<file path="src/rtl/io_spi_master.sv">
// rtl/io_spi_master.sv - Byte-wide mode-0 SPI master on the dma_io bus with read-chain stage
module io_spi_master #(
    parameter logic [15:0] ADR_BASE = 16'hC200,
    parameter logic [7:0]  DIV_RST  = 8'd3
) (
    input  logic        clk,
    input  logic        rst_n,
    input  logic        dma_io_we,
    input  logic [15:2] dma_io_wadr,
    input  logic [31:0] dma_io_wdata,
    input  logic [15:2] dma_io_radr,
    input  logic        dma_io_radr_en,
    input  logic [31:0] dma_io_rdata_in,
    output logic [31:0] dma_io_rdata,
    output logic        spi_sck,
    output logic        spi_mosi,
    input  logic        spi_miso,
    output logic        spi_cs_n,
    output logic        spi_interrupt_1shot
);

    localparam logic [1:0] ST_IDLE = 2'd0;
    localparam logic [1:0] ST_LOW  = 2'd1;
    localparam logic [1:0] ST_HIGH = 2'd2;

    logic [7:0]  ctrl_div;
    logic        ctrl_cs;
    logic        ctrl_ie;
    logic        busy;
    logic        done;
    logic        coll;
    logic [7:0]  tx_shift;
    logic [7:0]  rx_shift;
    logic [7:0]  rxdata;
    logic [7:0]  div_act;
    logic [7:0]  cnt;
    logic [2:0]  bit_cnt;
    logic [1:0]  state;
    logic        rd_hit;
    logic [31:0] rd_data;
    logic [31:0] rd_sel;

    logic w_hit;
    logic wr_ctrl;
    logic wr_stat;
    logic wr_tx;
    logic r_hit;
    logic unused_wdata;

    assign w_hit   = dma_io_we && (dma_io_wadr[15:4] == ADR_BASE[15:4]);
    assign wr_ctrl = w_hit && (dma_io_wadr[3:2] == 2'd0);
    assign wr_stat = w_hit && (dma_io_wadr[3:2] == 2'd1);
    assign wr_tx   = w_hit && (dma_io_wadr[3:2] == 2'd2);
    assign r_hit   = dma_io_radr_en && (dma_io_radr[15:4] == ADR_BASE[15:4]);

    assign unused_wdata = ^dma_io_wdata[31:10];

    assign spi_cs_n     = ~ctrl_cs;
    assign dma_io_rdata = rd_hit ? rd_data : dma_io_rdata_in;

    always_comb begin
        rd_sel = 32'd0;
        case (dma_io_radr[3:2])
            2'd0:    rd_sel = {22'd0, ctrl_ie, ctrl_cs, ctrl_div};
            2'd1:    rd_sel = {29'd0, coll, done, busy};
            2'd3:    rd_sel = {24'd0, rxdata};
            default: rd_sel = 32'd0;
        endcase
    end

    always_ff @(posedge clk or negedge rst_n) begin
        if (!rst_n) begin
            ctrl_div <= DIV_RST;
            ctrl_cs  <= 1'b0;
            ctrl_ie  <= 1'b0;
        end else if (wr_ctrl) begin
            ctrl_div <= dma_io_wdata[7:0];
            ctrl_cs  <= dma_io_wdata[8];
            ctrl_ie  <= dma_io_wdata[9];
        end
    end

    // Capturing before this edge's writes makes a same-cycle STATUS read see the old value.
    always_ff @(posedge clk or negedge rst_n) begin
        if (!rst_n) begin
            rd_hit  <= 1'b0;
            rd_data <= 32'd0;
        end else begin
            rd_hit <= r_hit;
            if (r_hit) begin
                rd_data <= rd_sel;
            end
        end
    end

    always_ff @(posedge clk or negedge rst_n) begin
        if (!rst_n) begin
            state               <= ST_IDLE;
            busy                <= 1'b0;
            done                <= 1'b0;
            coll                <= 1'b0;
            tx_shift            <= 8'd0;
            rx_shift            <= 8'd0;
            rxdata              <= 8'd0;
            div_act             <= 8'd0;
            cnt                 <= 8'd0;
            bit_cnt             <= 3'd0;
            spi_sck             <= 1'b0;
            spi_mosi            <= 1'b0;
            spi_interrupt_1shot <= 1'b0;
        end else begin
            spi_interrupt_1shot <= 1'b0;

            if (wr_stat) begin
                if (dma_io_wdata[1]) done <= 1'b0;
                if (dma_io_wdata[2]) coll <= 1'b0;
            end

            // BUSY is still high on the edge that finishes a byte, so a write there collides.
            if (wr_tx) begin
                if (busy) begin
                    coll <= 1'b1;
                end else begin
                    tx_shift <= dma_io_wdata[7:0];
                    div_act  <= ctrl_div;
                    state    <= ST_LOW;
                    busy     <= 1'b1;
                    done     <= 1'b0;
                    spi_mosi <= dma_io_wdata[7];
                    cnt      <= 8'd0;
                    bit_cnt  <= 3'd0;
                end
            end

            case (state)
                ST_LOW: begin
                    if (cnt == div_act) begin
                        cnt      <= 8'd0;
                        spi_sck  <= 1'b1;
                        rx_shift <= {rx_shift[6:0], spi_miso};
                        state    <= ST_HIGH;
                    end else begin
                        cnt <= cnt + 8'd1;
                    end
                end
                ST_HIGH: begin
                    if (cnt == div_act) begin
                        cnt     <= 8'd0;
                        spi_sck <= 1'b0;
                        if (bit_cnt != 3'd7) begin
                            tx_shift <= {tx_shift[6:0], 1'b0};
                            spi_mosi <= tx_shift[6];
                            bit_cnt  <= bit_cnt + 3'd1;
                            state    <= ST_LOW;
                        end else begin
                            rxdata              <= rx_shift;
                            busy                <= 1'b0;
                            done                <= 1'b1;
                            spi_mosi            <= 1'b0;
                            state               <= ST_IDLE;
                            spi_interrupt_1shot <= ctrl_ie;
                        end
                    end else begin
                        cnt <= cnt + 8'd1;
                    end
                end
                default: ;
            endcase
        end
    end

endmodule
</file>
<file path="config.mk">
export PLATFORM = sky130hd
export DESIGN_NAME = io_spi_master
export DESIGN_NICKNAME = d
export VERILOG_FILES = /design/src/rtl/io_spi_master.sv
export SDC_FILE = /design/constraint.sdc
export NUM_CORES = 1
export LEC_CHECK = 0
export CAP_MARGIN = 20
export CELL_PAD_IN_SITES_DETAIL_PLACEMENT = 1
export CELL_PAD_IN_SITES_GLOBAL_PLACEMENT = 1
export CORE_UTILIZATION = 34
export DETAILED_ROUTE_END_ITERATION = 6
export GPL_ROUTABILITY_DRIVEN = 0
export PLACE_DENSITY_LB_ADDON = 0.1
export SKIP_LAST_GASP = 1
export SLEW_MARGIN = 20
export SYNTH_ARGS = -nofsm -noshare
export SYNTH_HDL_FRONTEND = slang
export SYNTH_SLANG_ARGS = --single-unit
</file>
<file path="constraint.sdc">
create_clock -name clk -period 2.3 [get_ports clk]
set_input_delay 0.345 -clock clk [delete_from_list [all_inputs] [get_ports clk]]
set_output_delay 0.345 -clock clk [all_outputs]
set_load 0.005 [all_outputs]
</file>
# Word level (Yosys, flattened, before mapping)
# Index checks and enable logic that the tools add are counted.
# Widths: inputs -> output; s select.
# word_totals
regBits	94
# classes
muxes	48
bitwise_logic	3
reduce_logical	15
n_eq_ne	13
n_addsub	2
# op_table
operator	n
$mux 8	9
$mux 32	1
$pmux 10 s3	1
$mux 1	26
$eq 12x12->1 const B	2
$mux 3	5
$add 8x1->8 const B	1
$eq 8x8->1	1
$mux 2	4
$eq 2x1->1 const B	3
$eq 2x2->1 const B	3
$ne 2x2->1 const B	3
$reduce_and 2->1	3
$reduce_and 3->1	2
$logic_and 1x1->1	5
$logic_not 2->1	2
$pmux 2 s2	1
$reduce_bool 2->1	2
$add 3x1->3 const B	1
$ne 3x3->1 const B	1
$not 1->1	3
$pmux 1 s2	1
$reduce_or 2->1	1

# Depth between registers and ports, before layout
# logic_depth
ltp_word	9
mapped_depth	6
ltp_nobuf	5

# Worst setup path before layout
# No wires, ideal clock.
# synth_path
kind	register -> register
startpoint	register bit_cnt[0]
endpoint	register bit_cnt[0]
path_stages_with_launch	7
period_less_slack_ns	1.695
arrival_time_ns	1.568
required_ns	2.173
path_slack_ns	0.605
n_path_buf	1
path_cell_list	dfrtp_1 -> ha_1 -> ha_1 -> nand2b_1 -> or3_1 -> buf_4 -> mux2i_1
# synth_via
elab_chain_len	5
word_cells_on_any_way	7
classes_between	add/sub (1); eq/ne (1); mux (5)
# synth_lines
item	line	text
from (decl)	37	logic [2:0] bit_cnt;
from (signal assigned)	153	bit_cnt <= bit_cnt + 3'd1;
branches (longest 4 deep; another with $add 3x1->3)	--	
$mux 3 (*)	135	case (state)
# Mark *: on every way between the ends.
# A chain may end at the register's enable or synchronous reset.

# Worst setup path after layout
# layout_path
startpoint	register rd_hit
endpoint	output dma_io_rdata[30]
# layout_via
elab_chain_len	1
# layout_lines
item	line	text
from (decl)	39	logic rd_hit;
from (signal assigned)	89	rd_hit <= r_hit;
$mux 32	59	assign dma_io_rdata = rd_hit ? rd_data : dma_io_rdata_in;
to (decl)	14	output logic [31:0] dma_io_rdata,
# Every way passes these cells.

==> flow_summary.toml <==
[floorplan]
die_h_um = 105
start_util_pct = 35.1
die_w_um = 105
rows = 37
io_pins = 133
core_um2 = 10300
die_area_um2 = 11100

[finish]
nFillCells = 1134
layout_common_cells = "109 x clkdlybuf4s50_1, 68 x dfrtp_1, 47 x mux2_2, 32 x o21ai_0, 24 x nor2b_1"
final_cells = 595
area_growth_pct = 43.5
nNetsFinal = 556
layout_commonest_cell = "clkdlybuf4s50_1"
drive_gt1_share_pct = 19.4
fin_util_pct = 50.4
diodes = 0

[clock_tree]
root_buffer = "clkbuf_8"
cts_setup_buffers = 0
cts_tree = "built"
numCtsBuffers = 9
htreeDepth = 3
cts_hold_buf = 0
clock_latency_ns = 0.35
cts.sink_count = 71
cts_buffer_depth = 2
clk_pin_slew_ns = 0.08

[setup_path]
critPathCaptureType = "output port"
max_stage_delay_ns = 0.52
crit_type = "register to output port"
crit_chain = "buf_4, nor2b_1, clkdlybuf4s50_1"
critical-path-top-delay-family = "buffers and inverters"
cp.depth = 3
cp_slowest_cell = "dfrtp_2"
cp-start-kind = "register"
worst-path-buf-inv = 2
rr_worst_depth = 5
required_ns = 1.96
worstPathArrival_ns = 1.75
cp_max_fo = 20

[route]
drt_pre_antenna_iters = 4
via_per_inst = 5.18
drtAntennaViolNets = 0
drc_errors = 0
routedWlPerCell_um = 17.1
wl_um = 10100
drt_iter0_drc = 158
vias = 3085

[yosys]
netlist_area_um2 = 3630
synthArstFlopShare_pct = 100
yosysWarnings = 0
synthCells = 331
synth_enable_flop_cells = 0
synth_top_area_share_pct = 47.6
yosysTopAreaCell = "dfrtp_1"
avgSynthCellArea_um2 = 11.0
synth_cell_types = 43
synth-seq-cells = 71
synth_nets = 433
synth_area_leaders = "dfrtp_1 48%, mux2_2 15%, o21ai_0 4.4%, nor2b_1 4.1%, xnor2_1 1.9%"
synth_seq_area_share_pct = 49.1
ys.flop_type = "dfrtp_1"

[place]
hpwl_um = 7610
placedCellCount = 579
place.port_buffers = 110

[global_route]
first_global_vias = 3173
antenna_found_initial = 0
grt_pass1_wl_um = 16500
grt_remaining_overflow = 0
grt_use_total_pct = 19.0
grt_max_degree = 72

[status]
violations = "negative hold slack"
status = "complete, but fails checks"

[timing]
clock.fmax_mhz = 477
fin_crit_sh_pct = 91.1
worst_clock_skew_ns = 0.0151
hold_violations = 4
worst_pin_slew_ns = 0.450
maxSlewViolCount = 0
min_period_ns = 2.10
slew-limit-headroom_pct = 70.0
setup-violations-final = 0
holdWs_ns = -0.0105
fin_setup_tns_ns = 0
rsz0062_at_grt = "no"

[worst_hold_path]
min_path_type = "primary input to async pin"

[power]
total_power_mw = 3.54
power.density_nw_per_um2 = 681
leakagePower_nw = 2.18
ir_drop_mv = 0.407

[run]
cap_violations = 0
cell usage after synthesis (2+ instances only):
cell	count
o21a_1	3
ha_1	5
nand2b_1	3
o21ai_0	32
nand4_2	2
o221ai_1	6
nand3_1	11
dfstp_2	2
dfrtp_1	69
mux2_2	47
inv_1	18
and2_1	3
nor2b_1	24
nor4_1	7
a22oi_1	8
a21oi_1	3
and4_1	3
xnor2_1	8
nor3_1	5
and3b_1	2
nand2_1	17
nand4_1	3
a21boi_0	2
nor4b_1	2
clkbuf_1	9
nor2_1	9
a31oi_1	8
mux2i_1	4
buf_2	2
worst paths after layout:
check / start / to / slack [ns]
min in group clk: bit_cnt[0]$_DFF_PN0_ / bit_cnt[0]$_DFF_PN0_ / 0.48
max reg2reg: bit_cnt[0]$_DFF_PN0_ / tx_shift[0]$_DFF_PN0_ / 0.32
min reg2reg: bit_cnt[0]$_DFF_PN0_ / bit_cnt[0]$_DFF_PN0_ / 0.48
min: rst_n / rd_data[0]$_DFFE_PN0P_ / -0.01
max in group asynchronous: rst_n / ctrl_div[1]$_DFFE_PN1P_ / 1.94
max: rd_hit$_DFF_PN0_ / dma_io_rdata[30] / 0.20
per-layer routing:
metal  track usage (%)  wire (um)  vias to the layer above
met5                 0          0                        -
met4              5.53         93                        0
met3              3.96        492                        6
met2              33.0       5160                       82
met1              23.8       4400                     1549
li1                  -          -                     1448
state kept, by name, indices dropped and copies added (netlist names):
register and count:
ctrl_cs 1, div_act 8, ctrl_ie 1, state 2, rxdata 8, busy 1
tx_shift 7, cnt 8, ctrl_div 8, rx_shift 8, spi_mosi 1, spi_interrupt_1shot 1
spi_sck 1, bit_cnt 3, rd_hit 1, coll 1, rd_data 10, done 1
what timing repair did:
item / CTS / global route
endpoints found under the setup margin: 0 / 26
endpoints found under the hold margin: 0 / 0
resized for setup: 0 / 1
logic make-up (layout without fill, tap and decap cells):
| family | count (synthesis) | count (layout) | synth area share [%] |
|---|---|---|---|
| buffers and inverters | 31 | 159 | 3.38 |
| flip-flops | 71 | 71 | 49.1 |
| AO/OA/AOI/OAI | 68 | 68 | 11.7 |
| AND/OR/NAND/NOR | 97 | 97 | 16.5 |
| adder cells (fa/ha/maj) | 5 | 5 | 1.73 |
| XOR/XNOR | 8 | 8 | 1.93 |
| multiplexers | 51 | 51 | 15.7 |
power by group:
group	leakage (nW)	switching (mW)	internal, mW
sequential	0.915	0.118	1.35
combinational	1.15	0.485	0.451
clock	0.112	0.519	0.625
total	2.18	1.12	2.42
area by class of cell:
| cell class | instances | area (um2) | area share, % |
|---|---|---|---|
| Inverter | 18 | 67.6 | 1.30 |
| Sequential cell | 71 | 1780 | 34.2 |
| Multi-Input combinational cell | 229 | 1720 | 33.1 |
| Timing Repair Buffer | 125 | 1230 | 23.7 |
| Tap cell | 136 | 170 | 3.27 |
| Clock inverter | 7 | 105 | 2.02 |
| Clock buffer | 9 | 124 | 2.38 |
per-stage QoR:
stage | area, um2 | setup slack [ns]
global route | 5200 | 0.0797
CTS | 5200 | 0.0426
finish | 5200 | 0.204
detailed placement | 4970 | 0.111
floorplan | 3630 | 0.605
global placement | 4970 | 0.154
(Power assumes the default switching activity.)
